$ cat config.mk
export PLATFORM = sky130hd
export DESIGN_NAME = bypass_scoreboard_unit
export DESIGN_NICKNAME = d
export VERILOG_FILES = /design/src/rtl/bypass_scoreboard_unit.sv
export SDC_FILE = /design/constraint.sdc
export NUM_CORES = 1
export LEC_CHECK = 0
export CAP_MARGIN = 20
export CORE_ASPECT_RATIO = 1.5
export CORE_MARGIN = 2
export CORE_UTILIZATION = 51
export CTS_BUF_LIST = sky130_fd_sc_hd__clkbuf_16
export DETAILED_ROUTE_END_ITERATION = 8
export PLACE_DENSITY = 0.81
export SLEW_MARGIN = 20
export SYNTH_ARGS = -nofsm -noshare
export SYNTH_HDL_FRONTEND = slang
export SYNTH_SLANG_ARGS = --single-unit
$ cat constraint.sdc
create_clock -name CLK -period 4.9 [get_ports CLK]
set_input_delay 1.47 -clock CLK [delete_from_list [all_inputs] [get_ports CLK]]
set_output_delay 1.47 -clock CLK [all_outputs]
set_load 0.03 [all_outputs]
$ cat src/rtl/bypass_scoreboard_unit.sv
// Operand bypass select and hazard stall for the ID stage, plus an in-order MDU scoreboard.
// Optional macro BYPASS_PERF_CNT_EN adds the saturating Stall_Cycles counter output.
module bypass_scoreboard_unit #(
  parameter int unsigned NUM_SRC    = 2,
  parameter int unsigned FWD_STAGES = 2,
  parameter int unsigned MDU_LAT    = 4,
  parameter int unsigned MDU_SLOTS  = 2,
  localparam int unsigned SELW      = $clog2(FWD_STAGES + 2)
) (
  input  logic                      CLK,
  input  logic                      RST_N,
  input  logic [5*NUM_SRC-1:0]      ID_SrcAdr,
  input  logic [NUM_SRC-1:0]        ID_SrcUse,
  input  logic                      ID_RegWrite,
  input  logic [4:0]                ID_WAdr,
  input  logic                      ID_MduIssue,
  input  logic                      BranchCLR,
  input  logic [FWD_STAGES-1:0]     Stg_RegWrite,
  input  logic [5*FWD_STAGES-1:0]   Stg_WAdr,
  input  logic [FWD_STAGES-1:0]     Stg_Pending,
  output logic [SELW*NUM_SRC-1:0]   Src_Fwd,
  output logic                      Stall,
  output logic                      Mdu_WbValid,
  output logic [4:0]                Mdu_WbAdr
`ifdef BYPASS_PERF_CNT_EN
  ,
  output logic [31:0]               Stall_Cycles
`endif
);

  localparam int unsigned CNTW = 4;
  localparam logic [SELW-1:0] SEL_MDU = SELW'(FWD_STAGES + 1);

  logic [MDU_SLOTS-1:0]           valid_q, valid_d;
  logic [MDU_SLOTS-1:0][4:0]      dst_q, dst_d;
  logic [MDU_SLOTS-1:0][CNTW-1:0] cnt_q, cnt_d;

  logic [MDU_SLOTS-1:0]           retire_vec;
  logic [MDU_SLOTS-1:0]           busy_vec;
  logic                           wb_valid;
  logic [4:0]                     wb_adr;
  logic [SELW*NUM_SRC-1:0]        fwd_c;
  logic                           src_stall_c;
  logic                           waw_stall_c;
  logic                           full_stall_c;
  logic                           stall_c;
  logic                           issue_ok;

  // Retiring slot (at most one, fixed latency in order) and still-busy slots
  always_comb begin
    retire_vec = '0;
    busy_vec   = '0;
    wb_adr     = '0;
    for (int unsigned i = 0; i < MDU_SLOTS; i++) begin
      retire_vec[i] = valid_q[i] && (cnt_q[i] == CNTW'(1));
      busy_vec[i]   = valid_q[i] && !retire_vec[i];
      if (retire_vec[i]) wb_adr = wb_adr | dst_q[i];
    end
    wb_valid = |retire_vec;
  end

  // Per-source select: retiring MDU result, then youngest writing stage, then regfile
  always_comb begin : p_resolve
    logic [4:0] adr;
    logic       stg_found;
    logic       stg_pend;
    fwd_c       = '0;
    src_stall_c = 1'b0;
    adr         = '0;
    stg_found   = 1'b0;
    stg_pend    = 1'b0;
    for (int unsigned s = 0; s < NUM_SRC; s++) begin
      adr       = ID_SrcAdr[5*s +: 5];
      stg_found = 1'b0;
      stg_pend  = 1'b0;
      if (ID_SrcUse[s] && (adr != 5'd0)) begin
        for (int unsigned k = 0; k < FWD_STAGES; k++) begin
          if (!stg_found && Stg_RegWrite[k] && (Stg_WAdr[5*k +: 5] == adr)) begin
            stg_found                  = 1'b1;
            stg_pend                   = Stg_Pending[k];
            fwd_c[SELW*s +: SELW]      = SELW'(k + 1);
          end
        end
        if (wb_valid && (wb_adr == adr)) begin
          fwd_c[SELW*s +: SELW] = SEL_MDU;
        end else if (stg_pend) begin
          src_stall_c = 1'b1;
        end
        for (int unsigned i = 0; i < MDU_SLOTS; i++) begin
          if (busy_vec[i] && (dst_q[i] == adr)) src_stall_c = 1'b1;
        end
      end
    end
  end

  // Destination conflict with an in-flight MDU op, and slot exhaustion
  always_comb begin
    waw_stall_c = 1'b0;
    if (ID_RegWrite && (ID_WAdr != 5'd0)) begin
      for (int unsigned i = 0; i < MDU_SLOTS; i++) begin
        if (busy_vec[i] && (dst_q[i] == ID_WAdr)) waw_stall_c = 1'b1;
      end
    end
    full_stall_c = ID_MduIssue && (&valid_q);
    stall_c      = (src_stall_c || waw_stall_c || full_stall_c) && !BranchCLR;
    issue_ok     = ID_MduIssue && !stall_c && !BranchCLR;
  end

  assign Stall       = RST_N && stall_c;
  assign Src_Fwd     = RST_N ? fwd_c : '0;
  assign Mdu_WbValid = wb_valid;
  assign Mdu_WbAdr   = wb_adr;

  // Slot countdown, retire and issue into the lowest free slot
  always_comb begin : p_slot_next
    logic placed;
    valid_d = valid_q;
    dst_d   = dst_q;
    cnt_d   = cnt_q;
    placed  = 1'b0;
    for (int unsigned i = 0; i < MDU_SLOTS; i++) begin
      if (valid_q[i]) begin
        if (retire_vec[i]) begin
          valid_d[i] = 1'b0;
          cnt_d[i]   = '0;
        end else begin
          cnt_d[i] = cnt_q[i] - CNTW'(1);
        end
      end
    end
    if (issue_ok) begin
      for (int unsigned i = 0; i < MDU_SLOTS; i++) begin
        if (!placed && !valid_q[i]) begin
          placed     = 1'b1;
          valid_d[i] = 1'b1;
          dst_d[i]   = ID_WAdr;
          cnt_d[i]   = CNTW'(MDU_LAT);
        end
      end
    end
  end

  always_ff @(posedge CLK or negedge RST_N) begin
    if (!RST_N) begin
      valid_q <= '0;
      dst_q   <= '0;
      cnt_q   <= '0;
    end else begin
      valid_q <= valid_d;
      dst_q   <= dst_d;
      cnt_q   <= cnt_d;
    end
  end

`ifdef BYPASS_PERF_CNT_EN
  logic [31:0] stall_cycles_q, stall_cycles_d;

  // Saturating count of stalled cycles
  always_comb begin
    stall_cycles_d = stall_cycles_q;
    if (Stall && (stall_cycles_q != 32'hFFFF_FFFF)) stall_cycles_d = stall_cycles_q + 32'd1;
  end

  always_ff @(posedge CLK or negedge RST_N) begin
    if (!RST_N) stall_cycles_q <= '0;
    else        stall_cycles_q <= stall_cycles_d;
  end

  assign Stall_Cycles = stall_cycles_q;
`endif

endmodule

==> results of run 1 <==
[worst paths after layout]
check,to,slack [ns],start
worst max-delay path,Stall,0.05,ID_SrcAdr[6]
worst min-delay path,cnt_q[1]$_DFF_PN0_,0.54,cnt_q[1]$_DFF_PN0_
worst max register to register,dst_q[8]$_DFFE_PN0P_,1.83,cnt_q[5]$_DFF_PN0_
worst min register to register,cnt_q[1]$_DFF_PN0_,0.54,cnt_q[1]$_DFF_PN0_
max in group asynchronous,dst_q[5]$_DFFE_PN0P_,2.84,RST_N
min in group asynchronous,cnt_q[4]$_DFF_PN0_,1.51,RST_N
[cells in the mapped netlist]
cell / number
a2111oi_2: 1
a2111oi_4: 1
a21oi_1: 11
a21oi_4: 1
a22oi_1: 3
a22oi_2: 2
a2bb2oi_1: 1
a31o_1: 2
a31oi_1: 3
and2_1: 2
and4bb_1: 1
buf_2: 1
buf_6: 2
clkbuf_1: 12
dfrtp_1: 20
ha_1: 5
inv_1: 14
mux2_4: 10
mux2i_1: 4
nand2_1: 12
nand2b_1: 2
nand3_1: 13
nand3_2: 1
nand3_4: 2
nand3b_1: 4
nand4b_1: 1
nor2_1: 7
nor3_1: 4
nor3b_1: 1
nor4_1: 8
nor4b_1: 1
nor4bb_1: 1
o211ai_1: 2
o21ai_0: 4
o221ai_1: 1
o22ai_1: 1
o31ai_1: 1
or2_2: 1
or3_1: 1
or4_1: 3
xnor2_1: 36
xor2_1: 23
[area by class of cell]
| class | count | area (sq um) | share of cell area |
|---|---|---|---|
| Multi-Input combinational cell | 177 | 1470 | 0.525 |
| Timing Repair Buffer | 66 | 614 | 0.220 |
| Sequential cell | 20 | 500 | 0.179 |
| Clock buffer | 3 | 75.1 | 0.0269 |
| Tap cell | 45 | 56.3 | 0.0201 |
| Inverter | 14 | 52.6 | 0.0188 |
| Clock inverter | 1 | 30.0 | 0.0107 |
[where the power goes]
group	total (mW)	switching (mW)	leakage [nW]	internal, mW
clock	0.222	0.0604	0.0511	0.162
combinational	0.662	0.316	0.880	0.347
sequential	0.385	0.137	0.241	0.248
total	1.27	0.513	1.17	0.757
[kinds of logic (layout without fill, tap and decap cells)]
logic type	count (synthesis)	count (layout)
simple gates	65	65
compound gates	34	34
xor+xnor	59	59
mux	14	14
buf+inv	29	84
flops	20	20
fa+ha+maj	5	5
[per-stage QoR]
step                utilization  hold WS [ns]  cell area, sq um  worst slack [ns]  setup TNS (ns)
floorplan                     -         0.493              2050             0.156               0
global placement          0.672         0.517              2620            0.0446               0
detailed placement        0.672         0.522              2620            0.0135               0
CTS                       0.702         0.536              2730           0.00908               0
global route              0.719         0.552              2800           -0.0396         -0.0396
finish                    0.719         0.537              2800            0.0458               0
[registers in the layout (all words and copies together), names as in the netlist]
| name | count |
|---|---|
| cnt_q | 8 |
| dst_q | 10 |
| valid_q | 2 |
[layer usage]
metal  wire, um  GRT usage
met4         58     0.0902
met5          0          0
met2       2860      0.439
met3        227     0.0142
met1       2030      0.252
[layout by cell type (no fill, tap or decap), drive strengths merged, types with 3 or more instances in the layout]
cell type and count:
a21oi 12, a22oi 5, a31oi 3, buf 25
clkbuf 3, clkdlybuf4s50 39, dfrtp 20, ha 5
inv 14, mux2 10, mux2i 4, nand2 12
nand3 16, nand3b 4, nor2 7, nor3 4
nor4 8, o21ai 4, or4 3, xnor2 36
xor2 23
[what timing repair did]
item / CTS / global route
resized for setup: 1 / 11
pin swaps: 1 / 4
cloned: 0 / 0
endpoints found under the setup margin: 1 / 3
setup buffers: 1 / 1
hold endpoints to repair: 0 / 0
==> out/results.ini, run 1 <==
[outcome]
outcome = completed

[pwr]
power_mw = 1.27
powerDensity_nw_per_um2 = 454
p_leak_nw = 1.17
irDropWorstVdd_uv = 404

[logic_synthesis]
yosys-top-cells-area = dfrtp_1 (24%), xnor2_1 (15%), xor2_1 (9.8%)
synth_top_family_by_area = XOR/XNOR gates
synthMuxAreaShare = 0.0929
netlist.area_leader.share = 0.244
synthXorXnorAreaFrac = 0.252
synth_cells = 226
synth_area_sq_um = 2050
synth_compound_area_frac = 0.129
synth.avg_cell_area_sq_um = 9.06
synth_simple_gate_area_frac = 0.190
synthDistinctLibCells = 42
yosysWarnings = 0
synth_fa_ha_area_frac = 0.0305
ys_seq_area_frac = 0.244
synth-seq-cells = 20
yosys.area.top_type = dfrtp_1
synthesis.nets = 267

[global_routing]
track_usage = 0.225
grt.overflow.total = 0
grt_first_pass_wirelength_mm = 8.14
grt_pass1_vias = 1829
antenna_found_initial = 0
grt_start_max_net_pins = 15

[worst_setup_path]
cp-start-kind = input port
r2r_cells = 10
critPathBufInv = 2
crit_top_cell = a21oi_2
cpLargestDelayFamily = buffers and inverters
crit_type = input port to output port
worst-path-max-fanout = 3
worstPathCellList = clkdlybuf4s50_1 -> xor2_1 -> nor4_1 -> nand3_1 -> mux2i_1 -> a21oi_2 -> a21oi_4 -> a21oi_2 -> buf_6
cp-end-kind = output port
cp.arrival_ns = 3.38
cp_slowest_stage_delay_ns = 0.46
crit_cells = 9
crit_slowest_cell = clkdlybuf4s50_1
cp.required_ns = 3.43

[die]
core_sq_um = 3890
pin_count = 47
fp.dieW_um = 55.7
initial_core_util = 0.527
die_area_sq_um = 4550
rows = 28
die_h_um = 81.6

[placed_design]
gp_congestion = 0.881
hpwl_mm = 4.03
io_buffers = 46
dp_cells = 320

[timing]
hold_viol = 0
skew_ns = 0.00415
finalCriticalPeriod_ns = 4.85
fmax_ghz = 0.206
slew_headroom = 0.507
fin_crit_sh = 0.991
final_max_slew_viol_count = 0
tightest_slew_ns = 0.732
setup_viol = 0

[clocking]
cts_buffers = 3
clk_pin_slew_ns = 0.06
ctsHoldBuffers = 0
htreeDepth = 1
clock_path_buffers = 2
clockRootBuffer = clkbuf_16
cts_tree = yes
clk_latency_ns = 0.25
cts.sinks = 20

[routing]
drtPass1Iterations = 4
drcViolationCount = 0
ant_nets = 0
wire_per_inst_um = 15.9
drt_iter0_drc = 71
num_vias = 1797
post_drt_via_cell_ratio = 5.51
drt-total-wl_mm = 5.17

[hold_path]
hold_class = flop to flop
whs_path_depth = 1

[final_layout]
drive_above_1_share = 0.192
fin_nets = 323
fillers = 299
syn2layout_area_growth_pct = 36.5
instances_no_fill = 326
antennaDiodeCount = 0

[run]
cap_violations = 0

Note: power is estimated with default switching activity, not from simulation.
==> run 2, diff against run 1 <==
--- a/config.mk
+++ b/config.mk
@@ -10,9 +10,9 @@
 export CORE_MARGIN = 2
 export CORE_UTILIZATION = 51
 export CTS_BUF_LIST = sky130_fd_sc_hd__clkbuf_16
+export CTS_CLUSTER_DIAMETER = 120
 export DETAILED_ROUTE_END_ITERATION = 8
-export PLACE_DENSITY = 0.81
-export SLEW_MARGIN = 20
+export PLACE_DENSITY_LB_ADDON = 0.3
 export SYNTH_ARGS = -nofsm -noshare
 export SYNTH_HDL_FRONTEND = slang
 export SYNTH_SLANG_ARGS = --single-unit
==> run 2 against run 1 <==
Hold slack improved by 0.0094 ns. Clock skew fell by 0.0010 ns. Sequential power barely moved. Sequential cell count did not move. Clock-buffer cell count did not move. Fmax rose by 0.99%. Core utilization barely moved.
==> out/results.ini, run 2 (synthesis results as in run 1) <==
[worst_setup_path]
crit_slowest_cell = clkdlybuf4s50_1
worst-path-max-fanout = 5
cp_slowest_stage_delay_ns = 0.53
cp.required_ns = 3.43
cp-start-kind = input port
crit_type = input port to output port
worstPathCellList = clkdlybuf4s50_1 -> buf_6 -> xnor2_1 -> nand3_1 -> nor3_2 -> mux2i_1 -> a21oi_2 -> a21oi_4 -> a21oi_2 -> buf_6
cp-end-kind = output port
cp.arrival_ns = 3.34

[final_layout]
largest_register_ffs = 10
syn2layout_area_growth_pct = 36.4
fin_nets = 328
drive_above_1_share = 0.196
stdcell_area_sq_um = 2790
instances_no_fill = 331
regMostFlops = dst_q
final_util = 0.718
final_common_cell = xnor2_1
reg_top3 = dst_q: 10 flops, cnt_q: 8 flops, valid_q: 2 flops
final_cell_mix = xnor2_1 (36), clkdlybuf4s50_1 (33), buf_4 (27), xor2_1 (22), dfrtp_1 (20)
antennaDiodeCount = 0

[timing]
skew_ns = 0.00311
hold_viol = 0
setup_viol = 0
fmax_ghz = 0.208
fin_crit_sh = 0.981
hold_slack_ns = 0.547
setup_tns_ns = 0
final_max_slew_viol_count = 0
layout_setup_ws_ns = 0.0935
finalCriticalPeriod_ns = 4.81
tightest_slew_ns = 0.862
slew_headroom = 0.420

[routing]
post_drt_via_cell_ratio = 5.60
ant_nets = 0
drt-total-wl_mm = 5.48
wire_per_inst_um = 16.6
drt_iter0_drc = 63
drtPass1Iterations = 4
num_vias = 1854
drcViolationCount = 0

[placed_design]
dp_cells = 327
place_ws_ns = -0.0253
gp_congestion = 0.973
place_area_sq_um = 2670
io_buffers = 46
hpwl_mm = 4.35

[die]
pin_count = 47
fp.dieW_um = 55.7
die_area_sq_um = 4550
core_sq_um = 3890
die_h_um = 81.6
initial_core_util = 0.527
rows = 28

[global_routing]
track_usage = 0.248
grt_first_pass_wirelength_mm = 8.84
grt_pass1_vias = 1984
antenna_found_initial = 0
grt.overflow.total = 0
grt_start_max_net_pins = 15

[outcome]
outcome = completed

[clocking]
cts.sinks = 20
clk_pin_slew_ns = 0.05
cts_buffers = 3
ctsHoldBuffers = 0
cts_tree = yes
clock_path_buffers = 2
clk_latency_ns = 0.25
htreeDepth = 1
post-cts-setup-buffers = 0
clockRootBuffer = clkbuf_16

[run]
cap_violations = 0

[pwr]
power_mw = 1.20
power_frac_seq = 0.322
powerDensity_nw_per_um2 = 431
p_int_mw = 0.704
pwr-share-clk = 0.138
p_leak_nw = 1.23
switching_share = 0.415
comb_power_share = 0.540
irDropWorstVdd_uv = 376
power_switching_mw = 0.499

[hold_path]
hold_class = flop to flop

==> run 2: cell count changes in the layout (fill, tap and decap cells not counted), moves of 3 or more <==
cell             change
clkdlybuf4s50_1      -6
buf_4                +5
dlymetal6s2s_1       +5
nor4_1               +3
nor4_2               -3
==> run 2: layout make-up <==
cell class | instances | area, sq um
clock buffer | 3 | 75.1
sequential | 20 | 500
multi-input combinational | 177 | 1440
clock inverter | 1 | 3.75
tap | 45 | 56.3
fill | 313 | 1090
inverter | 14 | 52.6
timing repair buffer | 71 | 663
==> run 2: final timing paths <==
kind                       slack [ns]              endpoint                from  cells past startpoint
min in group asynchronous        1.53    cnt_q[5]$_DFF_PN0_               RST_N                      1
max                              0.09                 Stall        ID_SrcAdr[9]                     10
min                              0.55    cnt_q[1]$_DFF_PN0_  cnt_q[1]$_DFF_PN0_                      1
max reg2reg                      1.77  dst_q[9]$_DFFE_PN0P_  cnt_q[5]$_DFF_PN0_                     12
min reg2reg                      0.55    cnt_q[1]$_DFF_PN0_  cnt_q[1]$_DFF_PN0_                      1
max in group asynchronous        2.83  dst_q[6]$_DFFE_PN0P_               RST_N                      2
==> run 2: repair_timing <==
action,in CTS,in global routing
setup endpoints to repair,1,3
pin swaps,0,11
gates resized for setup,2,14
==> run 2: worst max-delay path, delay by kind of cell <==
kind            cells  cell delay, ns
compound gates      3            0.44
mux                 1            0.11
xor+xnor            1            0.13
simple gates        2            0.34
buf+inv             3            0.82
==> run 2: layer usage <==
metal	up-vias	wire, um	GRT usage
li1	908	-	-
met1	878	1990	0.245
met2	56	3110	0.501
met3	12	249	0.0189
met4	0	136	0.141
met5	-	0	0
==> run 2: power groups by stage <==
stage | Clock (mW) | Combinational [mW] | Sequential (mW)
3_5_place_dp | 0 | 0.645 | 0.386
2_1_floorplan | 0 | 0.513 | 0.330
3_3_place_gp | 0 | 0.628 | 0.383
6_report | 0.166 | 0.650 | 0.387
4_1_cts | 0.171 | 0.650 | 0.384
5_1_grt | 0.178 | 0.713 | 0.401
==> run 3, diff against run 2 <==
--- a/config.mk
+++ b/config.mk
@@ -5,7 +5,7 @@
 export SDC_FILE = /design/constraint.sdc
 export NUM_CORES = 1
 export LEC_CHECK = 0
-export CAP_MARGIN = 20
+export CAP_MARGIN = 40
 export CORE_ASPECT_RATIO = 1.5
 export CORE_MARGIN = 2
 export CORE_UTILIZATION = 51
==> results of run 3 <==
Same layout as run 2: the final DEF is identical, and so are final timing and power.
